File: config.mk
export PLATFORM = sky130hd
export DESIGN_NAME = instruction_fetch_stage
export DESIGN_NICKNAME = d
export VERILOG_FILES = /design/src/rtl/instruction_fetch_stage.sv
export SDC_FILE = /design/constraint.sdc
export NUM_CORES = 1
export LEC_CHECK = 0
export BUFFER_PORTS_ARGS = -buffer_cell sky130_fd_sc_hd__clkbuf_2
export CORE_AREA = 2 2 110 112
export CTS_CLUSTER_SIZE = 28
export DETAILED_ROUTE_END_ITERATION = 7
export DIE_AREA = 0 0 112 114
export PLACE_DENSITY = 0.82
export SLEW_MARGIN = 15
export SYNTH_ARGS = -nofsm -noshare
export SYNTH_HDL_FRONTEND = slang
export SYNTH_SLANG_ARGS = --single-unit
File: constraint.sdc
create_clock -name Clk -period 9.27 [get_ports Clk]
set_input_delay 0.927 -clock Clk [delete_from_list [all_inputs] [get_ports Clk]]
set_output_delay 0.927 -clock Clk [all_outputs]
set_load 0.02 [all_outputs]
File: src/rtl/instruction_fetch_stage.sv
// MIPS IF stage: holds the PC, drives the combinational imem address and loads the IF/ID register.
// Redirect from EX overrides a stall; a stall freezes PC and IF/ID together.
module instruction_fetch_stage #(
   parameter logic [31:0] PC_RESET  = 32'h0000_0000,
   parameter logic [31:0] NOP_INSTR = 32'h0000_0000
) (
   input  logic        Clk,
   input  logic        Rst,
   input  logic        stall,
   input  logic        redirect,
   input  logic [31:0] redirect_target,
   output logic [31:0] imem_addr,
   input  logic [31:0] imem_rdata,
   output logic [31:0] if_id_instr,
   output logic [31:0] if_id_pc4,
   output logic        if_id_valid,
   output logic [31:0] fetch_count,
   output logic        misalign_err
);

   logic [31:0] pc_q, pc_d;
   logic [31:0] if_id_instr_q, if_id_instr_d;
   logic [31:0] if_id_pc4_q, if_id_pc4_d;
   logic        if_id_valid_q, if_id_valid_d;
   logic [31:0] fetch_count_q, fetch_count_d;
   logic        misalign_err_q, misalign_err_d;
   logic [31:0] pc_plus4;

   assign pc_plus4 = pc_q + 32'd4;

   always_comb begin
      pc_d           = pc_q;
      if_id_instr_d  = if_id_instr_q;
      if_id_pc4_d    = if_id_pc4_q;
      if_id_valid_d  = if_id_valid_q;
      fetch_count_d  = fetch_count_q;
      misalign_err_d = misalign_err_q;
      if (redirect) begin
         // Target low bits are dropped so imem_addr can never be misaligned.
         pc_d          = redirect_target & ~32'h3;
         if_id_instr_d = NOP_INSTR;
         if_id_pc4_d   = 32'd0;
         if_id_valid_d = 1'b0;
         if (redirect_target[1:0] != 2'b00)
            misalign_err_d = 1'b1;
      end else if (!stall) begin
         pc_d          = pc_plus4;
         if_id_instr_d = imem_rdata;
         if_id_pc4_d   = pc_plus4;
         if_id_valid_d = 1'b1;
         fetch_count_d = fetch_count_q + 32'd1;
      end
   end

   always_ff @(posedge Clk or posedge Rst) begin
      if (Rst) begin
         pc_q           <= PC_RESET;
         if_id_instr_q  <= NOP_INSTR;
         if_id_pc4_q    <= 32'd0;
         if_id_valid_q  <= 1'b0;
         fetch_count_q  <= 32'd0;
         misalign_err_q <= 1'b0;
      end else begin
         pc_q           <= pc_d;
         if_id_instr_q  <= if_id_instr_d;
         if_id_pc4_q    <= if_id_pc4_d;
         if_id_valid_q  <= if_id_valid_d;
         fetch_count_q  <= fetch_count_d;
         misalign_err_q <= misalign_err_d;
      end
   end

   assign imem_addr    = pc_q;
   assign if_id_instr  = if_id_instr_q;
   assign if_id_pc4    = if_id_pc4_q;
   assign if_id_valid  = if_id_valid_q;
   assign fetch_count  = fetch_count_q;
   assign misalign_err = misalign_err_q;

endmodule

==> results of run 1 <==
## worst max-delay path, stage by stage (launching register included)
cell and delay [ps]:
dfrtp_1 470, ha_1 290, nand3_2 210, nor4_2 1000
a31oi_1 180, o311a_1 370
## placed cells by master, fill, tap and decap left out, types with 3 or more instances in the layout
| cell | Yosys | layout |
|---|---|---|
| nor4_2 | 3 | 4 |
| a31oi_1 | 10 | 10 |
| clkbuf_8 | 0 | 4 |
| nand3_1 | 18 | 18 |
| nor2b_1 | 4 | 4 |
| nand4b_1 | 3 | 3 |
| buf_4 | 5 | 6 |
| clkbuf_2 | 0 | 193 |
| clkbuf_16 | 0 | 17 |
| a21oi_1 | 9 | 9 |
| xnor2_1 | 30 | 30 |
| and4_1 | 4 | 4 |
| a211oi_1 | 9 | 9 |
| a211o_1 | 3 | 3 |
| dfrtp_1 | 127 | 127 |
| or4_1 | 11 | 11 |
| nor4_1 | 13 | 12 |
| nand4_1 | 25 | 25 |
| o21ai_0 | 27 | 27 |
| nand2_1 | 49 | 49 |
| inv_1 | 17 | 16 |
| a311oi_1 | 11 | 11 |
| nor3_1 | 21 | 21 |
| or3_1 | 11 | 11 |
| a221oi_1 | 3 | 3 |
| and3_1 | 3 | 3 |
| a311o_1 | 3 | 3 |
| mux2i_1 | 32 | 32 |
| xor2_1 | 23 | 23 |
| nor2_1 | 78 | 78 |
| bufinv_16 | 0 | 4 |
| clkinvlp_4 | 0 | 4 |
| o31ai_1 | 9 | 9 |
## through the flow
step | util | hold WS [ps]
global placement | 0.6253 | 448.1
detailed placement | 0.6253 | 467.9
CTS | 0.6802 | 482.2
finish | 0.6802 | 476.6
global route | 0.6802 | 516.8
floorplan | - | 577.8
## kinds of logic after synthesis
group,after synthesis,synth area share
and+or+nand+nor,262,0.2176
DFF,127,0.5029
AOI/OAI and AO/OA,97,0.1061
buffers and inverters,62,0.04296
xor gates and xnor gates,53,0.07345
muxes,33,0.05247
adders and majority gates,2,0.003959
other,1,0.0005934
## per-layer routing
layer,up-vias,share of wire,track usage
met1,2768,0.40,0.3374
met3,39,0.080,0.07226
met5,-,0,0
met2,272,0.49,0.4174
li1,2637,-,-
met4,0,0.027,0.1236
## power groups by stage
stage	Combinational (mW)	Sequential, mW	Clock (mW)
finish	0.245	0.654	0.721
global route	0.266	0.660	0.757
CTS	0.247	0.653	0.728
detailed placement	0.246	0.662	0
global placement	0.237	0.661	0
floorplan	0.115	0.700	0
## state kept, by name (all words and copies together), names as in the netlist
signal        flops
fetch_count      32
if_id_instr      32
if_id_pc4        31
imem_addr        30
if_id_valid       1
misalign_err      1
## area by class of cell
| type | instances | area [µm²] |
|---|---|---|
| well taps | 147 | 183.9 |
| flip-flops and latches | 127 | 3178 |
| inverters | 18 | 70.07 |
| fillers | 905 | 3745 |
| multi-input cells | 449 | 2880 |
| clock buffers | 23 | 488.0 |
| repair buffers | 199 | 1011 |
| clock inverters | 9 | 155.1 |
## final timing paths
path / endpoint / slack (ps)
max: if_id_pc4[16] / 6620
min: misalign_err / 480
max reg2reg: if_id_pc4[16] / 6620
min reg2reg: misalign_err / 480
max in group asynchronous: imem_addr[7] / 7250
min in group asynchronous: fetch_count[17] / 610
==> reports/qor.json, run 1 <==
{
  "route": {
    "overall_via_count_from_detail_route": 5716,
    "routed_wire_length_per_instance_um": 17.08,
    "drc": 0,
    "routed_via_density": 5.881,
    "first_pass_drt_iterations": 5,
    "totalWireLength_mm": 16.61,
    "ant_nets": 0,
    "first_iter_violations": 389
  },
  "synthesis": {
    "synth_most_common_cell": "dfrtp_1",
    "synth-seq-area-share": 0.5029,
    "synth_largest_area_cell": "dfrtp_1",
    "synthCells": 637,
    "syn-mean-instance-area_um2": 9.921,
    "leading_cell_types_by_count_after_synthesis": "dfrtp_1, nor2_1, nand2_1",
    "ys_dominant_reg_cell": "dfrtp_1",
    "synth-edff-count": 0,
    "postSynth.asyncResetShare": 1.000,
    "yosys-top-cells-area": "dfrtp_1, mux2i_1, nor2_1",
    "yosysWarningCount": 0,
    "mappedNetlistArea_um2": 6320,
    "ys_seq_elements": 127,
    "synth.distinct_cells": 61,
    "synth_top_cell_area_share": 0.5029
  },
  "die": {
    "core.rowCount": 40,
    "floorplan.die.width_um": 112,
    "core_um2": 11710,
    "floorplan.die_area_um2": 12770,
    "initial_core_utilization": 0.5396,
    "die_y_um": 114,
    "io-pin-count": 198
  },
  "finish": {
    "finalNetCount": 882,
    "area_delta_synth_final_pct": 26.05,
    "layoutNonFillerInstCount": 972,
    "drive_gt1_frac": 0.2970,
    "layout.cell_area.non_filler_um2": 7966,
    "antenna_cells": 0
  },
  "pwr": {
    "leakage_nw": 3.830,
    "power.switching_fraction": 0.2800,
    "p_switching_mw": 0.4536,
    "power.total_mw": 1.620,
    "power_per_cell_area_nw_per_um2": 203.4,
    "cell_internal_pwr_mw": 1.166,
    "share_comb_of_total_power": 0.151,
    "ir_drop_mv": 0.1509,
    "seq_power_share": 0.404,
    "clock_share_of_power": 0.445
  },
  "critical_path": {
    "worst-path-max-fanout": 11,
    "worst_setup_path_start_kind": "register",
    "crit_type": "register to register",
    "critPathLaunch": "imem_addr[2]",
    "required_ps": 9570,
    "reg2reg_depth": 5,
    "regToRegStartpoint": "imem_addr[2]",
    "setup.worst_path.end_class": "register",
    "crit_arrival_ps": 2950
  },
  "clocking": {
    "clk-insertion-delay-late_ps": 420,
    "tritoncts_num_sinks": 127,
    "cts-resized-gates": 0,
    "cts_setup_buffers": 0,
    "cts_buffers": 17,
    "clockRootBuffer": "clkbuf_16",
    "cts_h_tree_depth": 4,
    "tritoncts": "built",
    "cts-hold-fix-buffers": 0,
    "cts.clk_slew.worst_paths_ps": 60,
    "clock_path_buffers": 2
  },
  "worst_hold_path": {
    "min_path_cells": 1,
    "worst_hold_path_type": "register to register",
    "min-delay-start": "misalign_err"
  },
  "global_route": {
    "number_of_global_route_vias_before_repair": 5453,
    "grt_antenna_before_repair": 0,
    "first_pass_grt_wire_length_mm": 26.65,
    "global_route.overflow_total": 0,
    "globalRouteTotalUtil": 0.2627,
    "grt_max_degree": 84
  },
  "placement": {
    "final_weighted_congestion_in_routability_driven_placement": 0.8914,
    "placement.setup.worst_slack_ps": 6347,
    "detailedPlacementHpwl_mm": 11.42,
    "numPlacedInstances": 940,
    "placed_instance_area_um2": 7323,
    "io_buffer_count": 195
  },
  "sta": {
    "fin_crit_ps": 2650,
    "timing_max_transition_violations_final": 0,
    "slew-limit-headroom": 0.2584,
    "setup_viol_count_final": 0,
    "tightest_slew_ps": 1103,
    "accumulated_negative_setup_slack_ps": 0,
    "rsz0062_at_grt": "false",
    "period_share": 0.2858,
    "final_hold_viol_count": 0,
    "setup_slack_ps": 6620,
    "worst_case_clock_skew_ps": 7.674,
    "fmax_mhz": 377.4
  },
  "job": {
    "cap_violations": 0
  },
  "run_status": {
    "result_of_the_run": "complete, no violations"
  }
}
Note: power is estimated with default switching activity, not from simulation.
==> run 2: changes to the inputs <==
- CORE_AREA: 2 2 110 112 -> 2 2 119 121
- DIE_AREA: 0 0 112 114 -> 0 0 121 123
- PLACE_DENSITY: 0.82 -> 0.74
- clock period: 9.27 -> 2.4 ns (I/O delays scaled with it)
==> reports/qor.json, run 2 (synthesized netlist as in run 1, its figures left out) <==
{
  "placement": {
    "final_weighted_congestion_in_routability_driven_placement": {"value": 0.9033, "change": "+1.3%"},
    "placed_instance_area": {"value": 7574, "unit": "µm²", "change": "+3.4%"},
    "detailedPlacementHpwl": {"value": 11.54, "unit": "mm", "change": "+1.0%"},
    "io_buffer_count": {"value": 195, "change": "unchanged"}
  },
  "die": {
    "io-pin-count": {"value": 198, "change": "unchanged"},
    "core.rowCount": {"value": 43, "change": "+7.5%"},
    "core": {"value": 13610, "unit": "µm²", "change": "+16%"},
    "floorplan.die_area": {"value": 14880, "unit": "µm²", "change": "+17%"},
    "initial_core_utilization": {"value": 0.4643, "change": "-0.07535"},
    "floorplan.die.width": {"value": 121, "unit": "µm", "change": "+8.0%"},
    "die_y": {"value": 123, "unit": "µm", "change": "+7.9%"}
  },
  "clocking": {
    "tritoncts_num_sinks": {"value": 127, "change": "unchanged"},
    "cts-resized-gates": {"value": 0, "change": "unchanged"},
    "clockRootBuffer": "clkbuf_16",
    "clock_path_buffers": {"value": 2, "change": "unchanged"},
    "tritoncts": "built",
    "cts_buffers": {"value": 17, "change": "unchanged"},
    "cts_h_tree_depth": {"value": 4, "change": "unchanged"},
    "cts.clk_slew.worst_paths": {"value": 50, "unit": "ps", "change": "about the same"},
    "cts_setup_buffers": {"value": 0, "change": "unchanged"},
    "clk-insertion-delay-late": {"value": 420, "unit": "ps", "change": "about the same"}
  },
  "finish": {
    "layout.cell_area.non_filler": {"value": 8184, "unit": "µm²", "change": "+2.7%"},
    "leading_cell_type_in_the_layout_fill_and_taps_excluded": "clkbuf_2",
    "finish.utilization": {"value": 0.6013, "change": "-0.07899"},
    "antenna_cells": {"value": 0, "change": "unchanged"},
    "area_delta_synth_final_pct": 29.50,
    "drive_gt1_frac": {"value": 0.3157, "change": "+0.01870"},
    "final_cell_mix": "clkbuf_2, dfrtp_1, nor2_1",
    "finalNetCount": {"value": 907, "change": "+2.8%"}
  },
  "job": {
    "cap_violations": {"value": 0, "change": "unchanged"}
  },
  "sta": {
    "accumulated_negative_setup_slack": {"value": 0, "unit": "ps", "change": "unchanged"},
    "tightest_slew": {"value": 686.6, "unit": "ps", "change": "-416.6 ps"},
    "final_hold_viol_count": {"value": 0, "change": "unchanged"},
    "rsz0062_at_grt": "false",
    "finalHoldWorstSlack": {"value": 35.68, "unit": "ps", "change": "-440.9 ps"},
    "worst_case_clock_skew": {"value": 6.441, "unit": "ps", "change": "-1.233 ps"},
    "fin_crit": {"value": 2282, "unit": "ps", "change": "-367.3 ps"},
    "slew-limit-headroom": {"value": 0.5423, "change": "+0.2838"},
    "timing_max_transition_violations_final": {"value": 0, "change": "unchanged"},
    "fmax": {"value": 438.1, "unit": "MHz", "change": "+16%"},
    "setup_viol_count_final": {"value": 0, "change": "unchanged"},
    "period_share": {"value": 0.9510, "change": "+0.6652"}
  },
  "pwr": {
    "clock_share_of_power": {"value": 0.430, "change": "-0.015"},
    "power_per_cell_area": {"value": 751.6, "unit": "nW/µm²", "change": "+270%"},
    "ir_drop": {"value": 0.3621, "unit": "mV", "change": "+140%"},
    "share_comb_of_total_power": {"value": 0.162, "change": "+0.011"},
    "p_switching": {"value": 1.730, "unit": "mW", "change": "+280%"},
    "leakage": {"value": 3.946, "unit": "nW", "change": "+3.0%"},
    "cell_internal_pwr": {"value": 4.422, "unit": "mW", "change": "+280%"},
    "power.switching_fraction": {"value": 0.2812, "change": "+0.001215"},
    "seq_power_share": {"value": 0.408, "change": "+0.004"}
  },
  "global_route": {
    "global_route.overflow_total": {"value": 0, "change": "unchanged"},
    "grt_max_degree": {"value": 85, "change": "+1.2%"},
    "grt_antenna_before_repair": {"value": 0, "change": "unchanged"},
    "number_of_global_route_vias_before_repair": {"value": 5479, "change": "+0.48%"},
    "first_pass_grt_wire_length": {"value": 27.27, "unit": "mm", "change": "+2.3%"},
    "globalRouteTotalUtil": {"value": 0.2329, "change": "-0.02977"}
  },
  "route": {
    "drc": {"value": 0, "change": "unchanged"},
    "totalWireLength": {"value": 16.77, "unit": "mm", "change": "+0.99%"},
    "overall_via_count_from_detail_route": {"value": 5688, "change": "-0.49%"},
    "first_pass_drt_iterations": {"value": 5, "change": "unchanged"},
    "routed_wire_length_per_instance": {"value": 16.30, "unit": "µm", "change": "-4.6%"},
    "routed_via_density": {"value": 5.528, "change": "-6.0%"},
    "ant_nets": {"value": 0, "change": "unchanged"},
    "first_iter_violations": {"value": 423, "change": "+8.7%"}
  },
  "critical_path": {
    "worstPathCellList": "nand4_2, or4_4, or4_1, a311oi_1",
    "crit_slowest_cell": "or4_4",
    "cp_max_stage_delay": {"value": 680, "unit": "ps", "change": "-320 ps"},
    "rr_endpoint": "if_id_pc4[31]",
    "crit_type": "register to register",
    "setup.worst_path.end_class": "register",
    "regToRegStartpoint": "imem_addr[8]",
    "rrSetupSlack": {"value": 120, "unit": "ps", "change": "-6500 ps"},
    "worst_setup_path_start_kind": "register",
    "worst-path-max-fanout": {"value": 22, "change": "+11"},
    "required": {"value": 2710, "unit": "ps", "change": "-6860 ps"},
    "reg2reg_depth": {"value": 4, "change": "-1"},
    "crit_buf_inv": {"value": 0, "change": "unchanged"},
    "critPathTopFamily": "simple AND/OR/NAND/NOR gates",
    "crit_arrival": {"value": 2590, "unit": "ps", "change": "-360 ps"}
  },
  "worst_hold_path": {
    "min-delay-start": "redirect_target[20]",
    "whs_endpoint": "imem_addr[20]",
    "min_path_cells": {"value": 3, "change": "+2"},
    "worst_hold_path_type": "input port to register"
  },
  "run_status": {
    "result_of_the_run": "complete, no violations"
  }
}
==> run 2: cell count changes in the layout (fill, tap and decap cells not counted), sizes merged <==
cell,previous run,this run
buf,6,30
bufinv,4,3
clkbuf,216,218
clkinv,2,4
clkinvlp,4,1
dlygate4sd3,0,1
inv,17,16
==> run 2: layout make-up <==
cell class / instances / area, µm²
fill: 1151 / 5428
multi-input combinational: 449 / 2880
sequential: 127 / 3181
timing repair buffer: 224 / 1226
clock inverter: 6 / 105.1
clock buffer: 25 / 495.5
inverter: 18 / 71.32
tap: 180 / 225.2
==> run 2: timing repair <==
item,in CTS,in global routing
hold buffers,1,0
endpoints found under the hold margin,74,0
endpoints found under the setup margin,0,0
==> run 2: worst max path at each step <==
stage,startpoint,endpoint,slack [ps],cells after the start
after CTS,imem_addr[8],if_id_pc4[23],150,4
final,imem_addr[8],if_id_pc4[31],120,4
after detailed placement,imem_addr[2],if_id_pc4[22],170,5
after global placement,imem_addr[2],if_id_pc4[22],180,5
after global routing,imem_addr[2],if_id_pc4[22],10,5
after floorplan,imem_addr[2],if_id_pc4[22],30,6
==> run 2: layer usage <==
metal / share of wire / wire length [µm] / vias to the layer above / global-route usage
met5: 0 / 0 / - / 0
met1: 0.44 / 7324 / 2699 / 0.3090
li1: - / - / 2700 / -
met2: 0.46 / 7787 / 255 / 0.3627
met3: 0.077 / 1292 / 34 / 0.05858
met4: 0.022 / 364 / 0 / 0.1032
==> run 2: power by group through the flow <==
| stage | Clock [mW] | Sequential (mW) | Combinational, mW |
|---|---|---|---|
| after detailed placement | 0 | 2.54 | 0.993 |
| after global placement | 0 | 2.54 | 0.985 |
| after global routing | 2.79 | 2.54 | 1.09 |
| final | 2.64 | 2.51 | 0.996 |
| after CTS | 2.68 | 2.51 | 1.01 |
| after floorplan | 0 | 2.70 | 0.444 |
==> run 2: metrics by stage <==
| stage | setup WS (ps) | power [mW] | std cells |
|---|---|---|---|
| after floorplan | 29.05 | 3.148 | 638 |
| after global routing | 12.01 | 6.420 | 1029 |
| after global placement | 179.2 | 3.520 | 997 |
| final | 117.5 | 6.152 | 1029 |
| after detailed placement | 167.6 | 3.537 | 997 |
| after CTS | 146.4 | 6.202 | 1029 |
==> run 2: tightest hold or removal path, cell delays in order <==
cell	delay, ps
clkbuf_2	80
nand2_1	40
nand3_1	50
